===== src/rtl/sha256_msg_schedule.sv =====
// SHA-256 message schedule: streams W_t and K_t for t=0..63 per block.
// Blocks run back-to-back; a 16-word sliding window feeds the expansion.
module sha256_msg_schedule #(
   parameter int DELAY_W = 7,
   parameter int DATA_W  = 32
) (
   input  logic               clk,
   input  logic               rst,
   input  logic               running,
   input  logic               run,
   output logic               done,
   input  logic [DATA_W-1:0]  in0,
   output logic [DATA_W-1:0]  out0,
   output logic [DATA_W-1:0]  out1,
   input  logic [DELAY_W-1:0] delay0
);

   typedef enum logic [1:0] {
      S_IDLE   = 2'd0,
      S_WAIT   = 2'd1,
      S_STREAM = 2'd2
   } state_e;

   localparam logic [31:0] K_ROM [0:63] = '{
      32'h428a2f98, 32'h71374491, 32'hb5c0fbcf, 32'he9b5dba5,
      32'h3956c25b, 32'h59f111f1, 32'h923f82a4, 32'hab1c5ed5,
      32'hd807aa98, 32'h12835b01, 32'h243185be, 32'h550c7dc3,
      32'h72be5d74, 32'h80deb1fe, 32'h9bdc06a7, 32'hc19bf174,
      32'he49b69c1, 32'hefbe4786, 32'h0fc19dc6, 32'h240ca1cc,
      32'h2de92c6f, 32'h4a7484aa, 32'h5cb0a9dc, 32'h76f988da,
      32'h983e5152, 32'ha831c66d, 32'hb00327c8, 32'hbf597fc7,
      32'hc6e00bf3, 32'hd5a79147, 32'h06ca6351, 32'h14292967,
      32'h27b70a85, 32'h2e1b2138, 32'h4d2c6dfc, 32'h53380d13,
      32'h650a7354, 32'h766a0abb, 32'h81c2c92e, 32'h92722c85,
      32'ha2bfe8a1, 32'ha81a664b, 32'hc24b8b70, 32'hc76c51a3,
      32'hd192e819, 32'hd6990624, 32'hf40e3585, 32'h106aa070,
      32'h19a4c116, 32'h1e376c08, 32'h2748774c, 32'h34b0bcb5,
      32'h391c0cb3, 32'h4ed8aa4a, 32'h5b9cca4f, 32'h682e6ff3,
      32'h748f82ee, 32'h78a5636f, 32'h84c87814, 32'h8cc70208,
      32'h90befffa, 32'ha4506ceb, 32'hbef9a3f7, 32'hc67178f2
   };

   function automatic logic [31:0] sig0(input logic [31:0] x);
      return {x[6:0], x[31:7]} ^ {x[17:0], x[31:18]} ^ {3'b0, x[31:3]};
   endfunction

   function automatic logic [31:0] sig1(input logic [31:0] x);
      return {x[16:0], x[31:17]} ^ {x[18:0], x[31:19]} ^ {10'b0, x[31:10]};
   endfunction

   state_e             state_q, state_d;
   logic [DELAY_W-1:0] delay_q, delay_d;
   logic [5:0]         t_q, t_d;
   logic [31:0]        w_q [16];
   logic [31:0]        w_d [16];
   logic [31:0]        out0_q, out0_d;
   logic [31:0]        out1_q, out1_d;
   logic [31:0]        wn;
   logic               proc;

   assign done = (delay_q == '0);
   assign out0 = out0_q;
   assign out1 = out1_q;

   // Next word: message word for the first 16 rounds, expansion afterwards
   always_comb begin
      wn = in0;
      if (t_q[5:4] != 2'b00) begin
         wn = sig1(w_q[14]) + w_q[9] + sig0(w_q[1]) + w_q[0];
      end
   end

   // Next-state: run restarts, running gates all progress
   always_comb begin
      state_d = state_q;
      delay_d = delay_q;
      t_d     = t_q;
      w_d     = w_q;
      out0_d  = out0_q;
      out1_d  = out1_q;
      proc    = 1'b0;
      if (run) begin
         delay_d = delay0;
         t_d     = '0;
         state_d = S_WAIT;
      end else if (running) begin
         unique case (state_q)
            S_IDLE: ;
            S_WAIT: begin
               if (delay_q != '0) begin
                  delay_d = delay_q - 1'b1;
               end else begin
                  proc    = 1'b1;
                  state_d = S_STREAM;
               end
            end
            S_STREAM: proc = 1'b1;
            default: ;
         endcase
      end
      if (proc) begin
         out0_d = wn;
         out1_d = K_ROM[t_q];
         for (int i = 0; i < 15; i++) begin
            w_d[i] = w_q[i+1];
         end
         w_d[15] = wn;
         t_d     = t_q + 6'd1;
      end
   end

   // State registers
   always_ff @(posedge clk or negedge rst) begin
      if (!rst) begin
         state_q <= S_IDLE;
         delay_q <= '0;
         t_q     <= '0;
         out0_q  <= '0;
         out1_q  <= '0;
         for (int i = 0; i < 16; i++) begin
            w_q[i] <= '0;
         end
      end else begin
         state_q <= state_d;
         delay_q <= delay_d;
         t_q     <= t_d;
         out0_q  <= out0_d;
         out1_q  <= out1_d;
         w_q     <= w_d;
      end
   end

endmodule


===== config.mk =====
export PLATFORM = sky130hd
export DESIGN_NAME = sha256_msg_schedule
export DESIGN_NICKNAME = d
export VERILOG_FILES = /design/src/rtl/sha256_msg_schedule.sv
export SDC_FILE = /design/constraint.sdc
export NUM_CORES = 2
export LEC_CHECK = 0
export CORE_MARGIN = 2
export CORE_UTILIZATION = 35
export DETAILED_ROUTE_END_ITERATION = 10
export DONT_BUFFER_PORTS = 1
export GPL_TIMING_DRIVEN = 0
export MAX_ROUTING_LAYER = met4
export SLEW_MARGIN = 20
export SYNTH_ARGS = -nofsm -noshare
export SYNTH_HDL_FRONTEND = slang
export SYNTH_SLANG_ARGS = --single-unit

===== constraint.sdc =====
create_clock -name clk -period 11.24 [get_ports clk]
set_input_delay 1.686 -clock clk [delete_from_list [all_inputs] [get_ports clk]]
set_output_delay 1.686 -clock clk [all_outputs]
set_load 0.1 [all_outputs]

After elaboration in Yosys (flattened, before gate mapping)
Memory sizes are Yosys's and may differ from the RTL's. A register that Yosys moved wholly into a read port is not among the register bits.
Cells that the tools add are included.
Widths: inputs -> output; s select.

cells by class
  bitwise gates (word level) = 5
  add/sub/neg operators = 5
  equal/unequal tests = 3
  reduce and logical (&&, ||, !) cells = 10
  mux-type cells = 15

operators with widths
  cell                 number
  $add 32x32->32       3
  $xor 32x32->32       2
  $mux 32              1
  $xor 32x22->32       1
  $xor 32x29->32       1
  $mux 7               4
  $mux 6               2
  $reduce_bool 2->1    5
  $mux 2               4
  $logic_not 7->1      1
  $not 6->7            1
  $reduce_bool 7->1    1
  $sub 7x1->7 const B  1
  $add 6x1->6 const B  1
  $reduce_and 3->1     2
  $mux 1               3
  $eq 2x1->1 const B   1
  $eq 2x2->1 const B   1
  $ne 2x2->1 const B   1
  $pmux 1 s2           1
  $logic_not 1->1      1

storage, ports and cells
  word-level logic and storage cells = 58
  memories = 1
  register bits after elaboration = 527
  ROM bits = 2048
  input port bits = 43

memories
  memory            words  bits a word  read ports  clocked after Yosys merged registers in  wr ports  line  source
  (name not given)  64     32           1           1                                        0         103   out1_d = K_ROM[t_q];

Logic depth before layout (Yosys ltp)
  depth after elaboration = 6
  mapped depth = 18
  mapped depth without buffers = 17

Worst setup path after synthesis
OpenSTA, ideal clock, no wires.

  path kind = register -> register
  start = register w_q[50] (netlist name)
  end = register out0_q[29] (netlist: out0[29])
  clock period less this slack = 3.858 ns
  data required time = 11.110 ns
  stages on the path, launching flop included = 18
  arrival time = 3.727 ns
  path buffers = 1
  slack = 7.382 ns
  path through = dfrtp_1 -> clkbuf_1 -> xor2_1 -> xnor2_1 -> fa_1 -> fa_1 -> inv_1 -> ha_1 -> inv_1 -> fa_1 -> nor2b_1 -> o2111ai_1 -> a21oi_1 -> o41ai_2 -> o31ai_1 -> a31oi_1 -> nor3_1 -> a211oi_1

on the way
  longest elaborated chain between the ends = 6

RTL lines
  what                            line  source
  start, declared                 54    logic [31:0] w_q [16];
  start signal, assigned          129   w_q <= w_d;
  $xor 32x32->32                  48    return {x[16:0], x[31:17]} ^ {x[18:0], x[31:19]} ^ {10'b0, x[31:10]};
  $xor 32x22->32 *                48
  $add 32x32->32 * (3 in series)  69    wn = sig1(w_q[14]) + w_q[9] + sig0(w_q[1]) + w_q[0];
  $mux 32 *                       68    if (t_q[5:4] != 2'b00) begin
  end signal, assigned            127   out0_q <= out0_d;
  end, declared                   56    logic [31:0] out0_q, out0_d;

Every way passes the cells marked *; elsewhere a longest branch is shown, timed or not.
A chain may end at the register's enable or synchronous reset.

Worst setup path after layout
Same ends and word-level chain as after synthesis.

==> flow_summary.ini <==
[cells_and_area]
area_growth_pct = 12.16
fill_cells = 8280
final_nets = 3598
multi_input_area_mm2 = 0.01278
stdcell_count = 4557
final_util_pct = 39.47
seq_area_mm2 = 0.01399
drive_gt1_share_pct = 7.112
antenna_cells = 0

[routing]
antenna_left = 0
post-route-drc-count = 0
viasPerCell = 5.236
vias = 23860
wl_um = 104600
routedWlPerCell_um = 22.96
drt_iter0_markers = 2770
firstDrtPassIters = 6

[yosys]
synth-seq-cells = 559
synthTopCellsByCount = 1415 x nand2_1, 559 x dfrtp_1, 204 x o21ai_0
post-synth-top-area-fraction_pct = 48.73
yosys.area.top_type = dfrtp_1
async_reset_ff_share_pct = 100.0
synth_nets = 3536
synth_enable_flop_cells = 0
synth.avg_cell_area_um2 = 8.496
post_synth_num_cell_types = 64
synth_most_common_cell = nand2_1
synth_area_leaders = dfrtp_1 49%, nand2_1 19%, fa_1 4.3%, o21ai_0 3.6%, xnor2_1 2.8%
syn_area_mm2 = 0.02871
yosys_warnings = 0
synth_cells = 3379
ys_seq_area_share_pct = 48.73
ys.flop_type = dfrtp_1

[global_route]
overflow = 0
grt_pass1_vias = 23230
grt_pass1_wl_um = 155400
grt_max_degree = 560
grtUsageTotal_pct = 25.36
antenna_found_initial = 1

[power]
comb_power_share_pct = 37.3
switchingPower_mw = 3.126
power.density_mw_per_mm2 = 236.6
leakagePower_nw = 16.47
p_seq_share_pct = 34.4
p_int_mw = 4.493
ir_drop_mv = 0.1879
p_sw_share_pct = 41.03
clockPowerShare_pct = 28.3

[die]
dieWidth_um = 290.4
die_h_um = 290.4
num_rows = 105
dieArea_mm2 = 0.08433
core_mm2 = 0.08158
initial_utilization_pct = 35.19
ios = 108

[sta]
worst_hold_slack_ns = 0.4381
hold_viol = 0
setup_tns_ns = 0
skew_ns = 0.07328
tightest_slew_ns = 1.653
fmaxAchievable_mhz = 197.8
timing.slew.headroom_pct = -10.21
finalCritPeriodShare_pct = 44.97
setup_viol = 0
slew_violations = 250
rsz0062_at_grt = false
setup_ws_ns = 6.186
finalCriticalPeriod_ns = 5.054

[critical_path]
r2r-end = out0[29]$_DFFE_PN0P_
regToRegSetupSlack_ns = 6.19
slowest_stage = fa_1
path_class = flip-flop to flip-flop
cp.arrival_ns = 5.61
start_kind = flip-flop
max_stage_delay_ns = 0.55
critPathRequiredTime_ns = 11.79
cp_max_fo = 5
reg2reg_from = w_q[50]$_DFFE_PN0P_
cp-end-kind = flip-flop
worst_r2r_path_depth = 17
crit_top_cell = fa_1
worstPathCellList = clkbuf_1, xor2_1, xnor2_1, fa_1, fa_1, inv_1, ha_1, inv_1, fa_1, nor2b_1, o2111ai_1, a21oi_1, o41ai_2, o31ai_1, a31oi_1, nor3_1, a211oi_1

[placed_design]
numPortBuffers = 0
dp_hpwl_um = 76340
place_ws_ns = 6.201
place.gp.congestion = 1.001
dp_cells = 4449

[hold_path]
hp-start = w_q[298]$_DFFE_PN0P_
holdPathStages = 2
hold_class = flip-flop to flip-flop
holdPathEnd = w_q[330]$_DFFE_PN0P_

[outcome]
violations = slew limit
status = finished, violations left

[cts]
cts_setup_buffers = 0
cts_hold_buf = 0
numCtsBuffers = 60
cts_resized = 0
cts.sinks = 559
path_clk_slew_ns = 0.07
clockBufferDepth = 3
cts_root_buf = clkbuf_16
cts_tree = yes
h-tree-depth = 2
clock_latency_ns = 0.68

[job]
maxCapViolCount = 0
[power by group through the flow]
stage	Sequential (mW)	Clock (mW)	Combinational, mW
2_1_floorplan	2.57	0	2.13
3_3_place_gp	2.65	0	2.77
3_5_place_dp	2.66	0	2.76
4_1_cts	2.62	2.19	2.80
5_1_grt	2.64	2.26	3.10
6_report	2.62	2.15	2.84
[critical path, delay by kind of cell, from the launching register on]
family	cells	cell delay, ns
compound gates	6	1.40
xor+xnor	2	0.63
fa+ha+maj	4	1.57
buf+inv	3	0.62
flops	1	0.32
simple gates	2	0.40
[final cells by class]
| cell class | instances | area share, % |
|---|---|---|
| buffer | 261 | 4.441 |
| clock buffer | 82 | 5.292 |
| clock inverter | 26 | 1.395 |
| inverter | 135 | 1.574 |
| multi-input combinational | 2424 | 39.70 |
| sequential | 559 | 43.44 |
| tap | 1070 | 4.158 |
[cell families after synthesis]
family | count (synthesis) | synth area share, %
flops | 559 | 48.73
mux | 7 | 0.3356
xor+xnor | 154 | 4.698
fa+ha+maj | 114 | 6.590
simple gates | 1641 | 22.38
buf+inv | 396 | 6.747
compound gates | 508 | 10.52
[per-layer routing]
layer	track usage (%)	wire length (µm)	up-vias
met1	36.06	47470	11790
li1	-	-	10870
met2	36.19	44360	957
met4	9.629	4715	0
met5	-	0	-
met3	4.168	8088	241
[per-stage QoR]
| step | area [µm²] | total power, mW |
|---|---|---|
| finish | 32200 | 7.619 |
| global placement | 30050 | 5.428 |
| global route | 32200 | 8.012 |
| CTS | 32200 | 7.610 |
| detailed placement | 30050 | 5.422 |
| floorplan | 28710 | 4.701 |
[how the worst max path moves through the flow]
stage,from,end,cells after the start
CTS,w_q[50]$_DFFE_PN0P_,out0[29]$_DFFE_PN0P_,17
finish,w_q[50]$_DFFE_PN0P_,out0[29]$_DFFE_PN0P_,17
global placement,w_q[50]$_DFFE_PN0P_,out0[29]$_DFFE_PN0P_,17
detailed placement,w_q[50]$_DFFE_PN0P_,out0[29]$_DFFE_PN0P_,17
global route,w_q[50]$_DFFE_PN0P_,out0[31]$_DFFE_PN0P_,17
floorplan,w_q[50]$_DFFE_PN0P_,out0[29]$_DFFE_PN0P_,17
[flip-flops by register name, indices dropped and copies added (netlist names)]
name / flops
w_q: 480
delay_q: 7
out1: 32
state_q: 2
out0: 32
t_q: 6
[cells in the final DEF, fill, tap and decap left out, drive strengths merged, types with 11 or more instances in the layout]
master and n:
a31oi 23, ha 52, buf 153, nor2b 12, a21oi 136, nand3 23
inv 138, fa 62, nand2 1415, nor3 29, o211ai 11, nor2 107
clkbuf 190, clkinv 11, dfrtp 559, xor2 62, o311ai 12, o31ai 12
a211oi 29, xnor2 92, a21o 21, o21ai 204
Note: power is estimated with default switching activity, not from simulation.
